--- config.mk ---
export PLATFORM = sky130hd
export DESIGN_NAME = up_counter
export DESIGN_NICKNAME = d
export VERILOG_FILES = /design/src/rtl/up_counter.sv
export SDC_FILE = /design/constraint.sdc
export NUM_CORES = 1
export LEC_CHECK = 0
export BUFFER_PORTS_ARGS = -buffer_cell sky130_fd_sc_hd__buf_2
export CAP_MARGIN = 10
export CORE_AREA = 4 4 41 43
export DETAILED_ROUTE_END_ITERATION = 16
export DIE_AREA = 0 0 45 47
export PLACE_DENSITY_LB_ADDON = 0.12
export SETUP_SLACK_MARGIN = 0.15
export SLEW_MARGIN = 10
export SYNTH_ARGS = -nofsm -noshare
export SYNTH_HDL_FRONTEND = slang
export SYNTH_SLANG_ARGS = --single-unit
--- constraint.sdc ---
create_clock -name clk -period 1 [get_ports clk]
set_clock_uncertainty 0.1 [all_clocks]
set_input_delay 0.05 -clock clk [delete_from_list [all_inputs] [get_ports clk]]
set_output_delay 0.05 -clock clk [all_outputs]
set_load 0.02 [all_outputs]
--- src/rtl/up_counter.sv ---
// up_counter: modulo up-counter with terminal-count tick.
//
// Counts 0..MAX in steps of 1 while enable is high, wraps to 0 after MAX,
// and holds while enable is low. Reset is synchronous and active-high.
//
// Parameters:
//   COUNT_BITS - width of the count register (>= 1)
//   MAX        - terminal count, 1 <= MAX <= 2^COUNT_BITS - 1
//
// Ports:
//   clk      in   single clock, rising edge
//   reset    in   synchronous active-high reset, clears count
//   enable   in   count-advance qualifier
//   count    out  registered counter value
//   max_tick out  terminal-count indicator
//
// Build option:
//   UP_COUNTER_GATED_TICK_EN - when defined, max_tick = (count == MAX) && enable,
//   so the tick fires only in the cycle where the wrap actually happens.
//   When undefined, max_tick = (count == MAX) regardless of enable.

module up_counter #(
  parameter int unsigned COUNT_BITS = 3,
  parameter int unsigned MAX        = 5
) (
  input  logic                  clk,
  input  logic                  reset,
  input  logic                  enable,
  output logic [COUNT_BITS-1:0] count,
  output logic                  max_tick
);

  // Reject parameter sets where MAX is zero or does not fit in the register.
  // The shift form avoids overflowing 2**COUNT_BITS for wide counters.
  if ((COUNT_BITS < 1) || (MAX < 1) || ((MAX >> COUNT_BITS) != 0)) begin : g_bad_params
    $error("up_counter: illegal parameters COUNT_BITS=%0d MAX=%0d", COUNT_BITS, MAX);
  end

  localparam logic [COUNT_BITS-1:0] MaxCount = COUNT_BITS'(MAX);
  localparam logic [COUNT_BITS-1:0] OneCount = COUNT_BITS'(1);

  logic [COUNT_BITS-1:0] count_q, count_d;
  logic                  at_max;

  assign at_max = (count_q == MaxCount);

  // An out-of-range value (only reachable by deposit) is never equal to MAX,
  // so it keeps incrementing and wraps naturally at 2^COUNT_BITS.
  always_comb begin
    count_d = count_q;
    if (enable) begin
      count_d = at_max ? '0 : count_q + OneCount;
    end
  end

  always_ff @(posedge clk) begin
    if (reset) begin
      count_q <= '0;
    end else begin
      count_q <= count_d;
    end
  end

  assign count = count_q;

`ifdef UP_COUNTER_GATED_TICK_EN
  assign max_tick = at_max && enable;
`else
  assign max_tick = at_max;
`endif

endmodule

Word level (Yosys, flattened, before mapping)
Index checks and enable logic that the tools add are counted.
{"block": "classes", "n_addsub": 1, "eq_ne": 1, "n_mux": 1}
{"cell": "$add A3 B1 Y3 const B", "count": 1}
{"cell": "$eq A3 B3 Y1 const B", "count": 1}
{"cell": "$mux W3", "count": 1}
{"block": "totals", "register_bits": 3, "in_bits": 3, "out_inout_bits": 4, "elab_cells": 4}

Logic depth before layout (Yosys ltp)
Gate-level depths: netlist of run 1.
{"block": "logic_depth", "depth_word": 2, "ltp_mapped": 2}

Worst setup path before layout of run 1
Ideal clock, no wire load.
{"block": "synth_path", "kind": "register to output", "from": "register count_q[0] (netlist: count[0])", "to": "output port max_tick", "t_arrival_ns": 0.812, "slack_ns": 0.038, "stages_incl_launch_ff": 2, "path_cell_list": "dfxtp_1 -> and3b_2"}
{"block": "synth_via", "elab_chain_cells": 1}
{"item": "from (decl)", "line_no": "42", "source": "logic [COUNT_BITS-1:0] count_q, count_d;"}
{"item": "from (signal assigned)", "line_no": "60", "source": "count_q <= count_d;"}
{"item": "$eq A3 B3 Y1", "line_no": "45", "source": "assign at_max = (count_q == MaxCount);"}
{"item": "to (decl)", "line_no": "30", "source": "output logic max_tick"}
No other way between the ends.

Worst setup path after layout of run 1
{"block": "layout_path", "from": "register count_q[1] (netlist: count[1])", "to": "output port max_tick"}
The elaborated chain is that of the path after synthesis.

==> results of run 1 <==
[Yosys cell counts, drive strengths merged]
master,instances
a21bo,2
a21oi,2
and3b,1
dfxtp,3
nand4b,1
nand4bb,1
nor2,1
xnor2,1
[cell families (layout without fill, tap and decap cells)]
| family | after synthesis | in the layout | synth area share [%] |
|---|---|---|---|
| AOI/OAI and AO/OA | 4 | 4 | 22.64 |
| buffers and inverters | 0 | 14 | 0 |
| xor gates and xnor gates | 1 | 1 | 6.605 |
| DFF | 3 | 3 | 45.28 |
| and+or+nand+nor | 4 | 4 | 25.47 |
[worst paths after layout]
| kind | start | slack (ns) | cells after the start | end |
|---|---|---|---|---|
| worst max-delay path | count[1]$_SDFFE_PP0P_ | -0.05 | 2 | max_tick |
| worst min register to register | count[2]$_SDFFE_PP0P_ | 0.47 | 2 | count[2]$_SDFFE_PP0P_ |
| worst max register to register | count[0]$_SDFFE_PP0P_ | 0.04 | 3 | count[2]$_SDFFE_PP0P_ |
| worst min-delay path | enable | 0.05 | 3 | count[0]$_SDFFE_PP0P_ |
[metrics by stage]
step           utilization, %  instances  TNS [ns]  power [mW]  hold WS [ns]
5_1_grt                 21.83         41   -0.1218      0.4675       0.05107
4_1_cts                 21.54         41  -0.06652      0.4437       0.03604
3_5_place_dp            14.62         33         0      0.1830        0.1526
2_1_floorplan               -         12         0      0.1625      0.009357
3_3_place_gp            14.62         33         0      0.1840        0.1509
6_report                21.83         41  -0.05426      0.4277       0.05112
[power breakdown]
part | switching [mW] | internal, mW | total, mW
Combinational | 0.0364 | 0.0482 | 0.0846
Clock | 0.0623 | 0.150 | 0.212
Sequential | 0.00559 | 0.126 | 0.131
[area by class of cell]
type	instances	area [sq um]	share of cell area [%]
Tap cell	15	18.77	6.608
Timing Repair Buffer	10	87.58	30.84
Sequential cell	3	71.32	25.11
Multi-Input combinational cell	9	80.08	28.19
Clock buffer	4	26.28	9.251
[critical path: stages, from the launching register on]
cell and delay (ns):
dfxtp_4 0.33, and3b_2 0.23, buf_6 0.11
[what timing repair did]
| action | CTS | global route |
|---|---|---|
| setup endpoints to repair | 4 | 7 |
| hold buffers | 1 | 0 |
| endpoints found under the hold margin | 3 | 0 |
| pin swaps | 2 | 3 |
| buffers inserted | 3 | 0 |
| resized for setup | 9 | 1 |
[metal layers]
| layer | routed length (um) | GRT usage, % | part of all wire [%] |
|---|---|---|---|
| met5 | 0 | 0 | 0 |
| met4 | 36 | 12.28 | 8.5 |
| met2 | 214 | 9.040 | 50 |
| met1 | 153 | 4.740 | 36 |
| met3 | 22 | 0.7663 | 5.2 |
==> key figures, run 1 <==
Floorplanning
  • Die width: 45 um
  • Die Height: 47 um
  • I/O pin cnt: 7
  • Die area: 2115 sq um
  • Area of the core: 1301 sq um
  • Starting density of the core: 10.19%
  • Rows: 13

Place
  • Place WS: 0.1352 ns
  • IO buf count: 6
  • Gpl congestion: 0.6473
  • Placed inst area: 190.2 sq um

Timing
  • Fin. Hold Viols: 0
  • Setup-failing EPs final: 1
  • RSZ-0062 raised after global routing: true
  • Final min period: 1.054 ns
  • Worst setup margin: -0.05426 ns
  • Slew @ Worst Pin: 0.1250 ns
  • Fin. max-slew vios: 0
  • Tcrit/Tclk final: 105.4%
  • Fmax: 948.5 MHz
  • Max-slew headroom: 91.67%

Cells and area
  • Nets: 30
  • Share of layout cells above drive strength 1: 65.38%
  • Most common cell after layout, fill and taps aside: buf_6
  • Final Cell Area: 284.0 sq um
  • Area growth syn-to-layout: 114.2%
  • Antenna cells: 0
  • Number of flip-flops in the largest register: 3
  • Most frequent cells in the layout: buf_6, clkbuf_4, dfxtp_4, buf_4
  • Fill count: 158

Run status
  • Outcome: finished with violations
  • Failing checks: negative setup slack

GRT
  • Total grt overflow: 0
  • GRT Resource Usage Total: 5.989%
  • Maximum number of pins on one net before global-route repair: 6
  • First-pass GRT wire length: 745 um
  • Initial antenna violation count: 0
  • Vias in the first global route: 193

Clock network
  • H-Tree Depth: 1
  • CTS tree: built
  • CTS buffer count: 3
  • Worst skew pair latency: 0.23 ns
  • Worst-path clk slew: 0.04 ns
  • Root Buffer: clkbuf_4
  • Clock Sink Count: 3
  • CTS Buffer Depth: 2

Setup path
  • Crit-path max FO: 2
  • Worst EP required: 0.85 ns
  • Crit path DAT: 0.90 ns
  • Type of origin of the critical path: flop
  • WS Path Type: reg2out
  • Worst Setup End Kind: output pin

Yosys
  • Synthesized cell area: 132.6 sq um
  • Synth Register Bits: 3
  • Post-Syn Area per Cell: 11.05 sq um
  • Share of the synthesized area in the top cell type: 45.28%
  • Cells after Synth: 12
  • YS warnings: 0
  • Net count after synthesis: 15
  • Sequential area share after synthesis: 45.28%
  • Ranking of synthesized cells by area: dfxtp_1, a21bo_1, nand4bb_1
  • Yosys cell types: 8
  • Area leader, netlist: dfxtp_1

Route
  • DR DRC count: 0
  • DR WL/cell: 10.39 um
  • Final wirelength: 426 um
  • Avg Vias per Cell: 3.659
  • Drt initial violations: 0
  • Drt first pass iters: 1
  • Final ANT Viol Nets: 0
  • Total number of vias: 150

Power and ir drop
  • PwrDens: 1506 nW/um^2
  • Leakage: 0.1213 nW
  • Max IR drop VDD: 0.2257 mV

Hold path
  • Worst Hold Class: in2reg

Run
  • Max cap viols: 0
No activity file was read; power rests on OpenSTA's default activity.
==> inputs of run 2 (changes only) <==
--- a/config.mk
+++ b/config.mk
@@ -5,8 +5,9 @@
 export SDC_FILE = /design/constraint.sdc
 export NUM_CORES = 1
 export LEC_CHECK = 0
+export ABC_AREA = 1
 export BUFFER_PORTS_ARGS = -buffer_cell sky130_fd_sc_hd__buf_2
-export CAP_MARGIN = 10
+export CAP_MARGIN = 20
 export CORE_AREA = 4 4 41 43
 export DETAILED_ROUTE_END_ITERATION = 16
 export DIE_AREA = 0 0 45 47
==> run 2 against run 1 <==
  * The flow finishes with violations (negative hold slack)
  * Fmax grew 6.9%
  * Critical path depth is the same
  * Final area grew 8.8%
  * Synthesized cell count grew 75%
  * Worst hold slack lost 0.056 ns
  * Sequential power grew 3%
  * Area after synthesis grew 3.8%
  * Largest power group unchanged
==> key figures, run 2 <==
Clock network
  • Root Buffer: clkbuf_4
  • Worst-path clk slew: 0.04 ns
  • CTS tree: built
  • Worst skew pair latency: 0.23 ns
  • Clock Sink Count: 3
  • CTS buffer count: 3
  • CTS Buffer Depth: 2
  • H-Tree Depth: 1

Cells and area
  • Nets: 40
  • Final Cell Area: 309.0 sq um
  • Antenna cells: 0
  • Most frequent cells in the layout: inv_1, nand2_1, buf_6, buf_4
  • Non-Filler Instances: 51
  • Share of layout cells above drive strength 1: 61.11%
  • Number of flip-flops in the largest register: 3
  • Area growth syn-to-layout: 124.5%

Yosys
  • EDFF count, synth: 0
  • Sequential area share after synthesis: 43.64%
  • Net count after synthesis: 24
  • Share of the synthesized area in the top cell type: 43.64%
  • YS warnings: 0
  • Yosys cell types: 7
  • Cells after Synth: 21
  • Synth cell count leaders: nand2_1, inv_1, nor2_1
  • Synth Register Bits: 3
  • Area leader, netlist: dfxtp_1
  • Synthesized cell area: 137.6 sq um
  • Synth Flop Type: dfxtp_1
  • Synth async-reset ratio: 0%
  • Post-Syn Area per Cell: 6.554 sq um
  • Ranking of synthesized cells by area: dfxtp_1, nand2_1, inv_1
  • Most frequent cell after synthesis: nand2_1

Setup path
  • Type of origin of the critical path: flop
  • Crit-path max FO: 3
  • R2R Path Start: count[0]$_SDFFE_PP0P_
  • FF-to-FF path depth: 4
  • FF-to-FF End: count[2]$_SDFFE_PP0P_
  • Worst EP required: 0.85 ns
  • Crit path DAT: 0.84 ns
  • WS Path Type: reg2out
  • R2R Setup Slk: 0.08 ns
  • Worst Setup End Kind: output pin

Timing
  • Fin. max-slew vios: 0
  • Worst setup margin: 0.01389 ns
  • RSZ-0062 raised after global routing: true
  • Setup TNS: 0 ns
  • Slew @ Worst Pin: 0.09448 ns
  • Setup-failing EPs final: 0
  • Fin. Hold Viols: 2
  • Max-slew headroom: 93.70%
  • Fin Hold WS: -0.004488 ns
  • Tcrit/Tclk final: 98.61%
  • Final min period: 0.9861 ns
  • Fmax: 1014 MHz

Run
  • Max cap viols: 0

Place
  • Dpl cells: 42
  • IO buf count: 6
  • Gpl congestion: 0.6260
  • Place WS: 0.1633 ns
  • Placed inst area: 197.7 sq um

GRT
  • GRT Resource Usage Total: 4.818%
  • First-pass GRT wire length: 696 um
  • Global route hottest layer: met2
  • GR Util met3: 1.149%
  • Initial antenna violation count: 0
  • Maximum number of pins on one net before global-route repair: 5
  • M1 GR Usage: 4.545%
  • Vias in the first global route: 201
  • Total grt overflow: 0
  • GRT met2 Usage: 7.345%

Power and ir drop
  • Leakage: 0.1568 nW
  • Max IR drop VDD: 0.5214 mV
  • PwrDens: 1340 nW/um^2

Route
  • Final wirelength: 417 um
  • Drt initial violations: 1
  • Avg Vias per Cell: 3.431
  • Final ANT Viol Nets: 0
  • Drt first pass iters: 2
  • Total number of vias: 175
  • DR WL/cell: 8.176 um
  • DR DRC count: 0

Floorplanning
  • I/O pin cnt: 7
  • Rows: 13
  • Die Height: 47 um
  • Starting density of the core: 10.58%
  • Die area: 2115 sq um
  • Area of the core: 1301 sq um
  • Die width: 45 um

Hold path
  • Worst Hold Class: in2reg
  • Hold Path Depth: 4
  • Hold_sp: reset
  • Hold Path Sink: count[1]$_SDFFE_PP0P_

Run status
  • Failing checks: negative hold slack
  • Outcome: finished with violations
run 2: routing by layer:
layer	vias to the layer above	part of all wire [%]
met4	0	0
met3	0	5.8
met5	-	0
met2	4	55
li1	91	-
met1	80	39
run 2: logic make-up (layout without fill, tap and decap cells):
group	count (synthesis)	in the layout	share of synthesized area [%]
buffers and inverters	4	19	10.91
flip-flops	3	3	43.64
AND/OR/NAND/NOR	14	14	45.45
run 2: worst max-delay path, stage by stage, from the launching register on:
cell	delay, ns
dfxtp_4	0.35
buf_4	0.14
buf_6	0.12
run 2: timing repair:
| item | in CTS | in global routing |
|---|---|---|
| pin swaps | 0 | 0 |
| hold endpoints to repair | 1 | 0 |
| endpoints found under the setup margin | 4 | 7 |
| cloned | 0 | 0 |
| hold buffers | 1 | 0 |
| resized for setup | 9 | 6 |
| setup buffers | 2 | 2 |
run 2: power breakdown:
| group | switching (mW) | internal (mW) | total (mW) | leakage [nW] |
|---|---|---|---|---|
| Clock | 0.0589 | 0.149 | 0.208 | 0.0150 |
| Sequential | 0.0104 | 0.124 | 0.135 | 0.0267 |
| Combinational | 0.0336 | 0.0376 | 0.0711 | 0.115 |
run 2: worst max path at each step:
stage | startpoint | slack, ns | end | depth (start not counted)
floorplan | count[0]$_SDFFE_PP0P_ | 0.16 | count[2]$_SDFFE_PP0P_ | 3
global route | count[0]$_SDFFE_PP0P_ | -0.01 | max_tick | 3
finish | count[2]$_SDFFE_PP0P_ | 0.01 | count[2] | 2
global placement | count[0]$_SDFFE_PP0P_ | 0.17 | max_tick | 3
detailed placement | count[0]$_SDFFE_PP0P_ | 0.16 | max_tick | 3
CTS | count[0]$_SDFFE_PP0P_ | 0.003 | max_tick | 3
run 2: area by class of cell:
class | instances | area [sq um]
Sequential cell | 3 | 71.32
Timing Repair Buffer | 11 | 95.09
Inverter | 4 | 15.01
Fill cell | 168 | 992.2
Clock buffer | 4 | 26.28
Multi-Input combinational cell | 14 | 82.58
Tap cell | 15 | 18.77
run 2: through the flow:
| step | power, mW | util, % | hold WS, ns |
|---|---|---|---|
| 2_1_floorplan | 0.1644 | - | 0.08479 |
| 4_1_cts | 0.4172 | 21.25 | -0.002160 |
| 6_report | 0.4140 | 23.75 | -0.004488 |
| 3_3_place_gp | 0.1811 | 15.19 | 0.2027 |
| 3_5_place_dp | 0.1805 | 15.19 | 0.2026 |
| 5_1_grt | 0.4375 | 23.75 | 0.01685 |
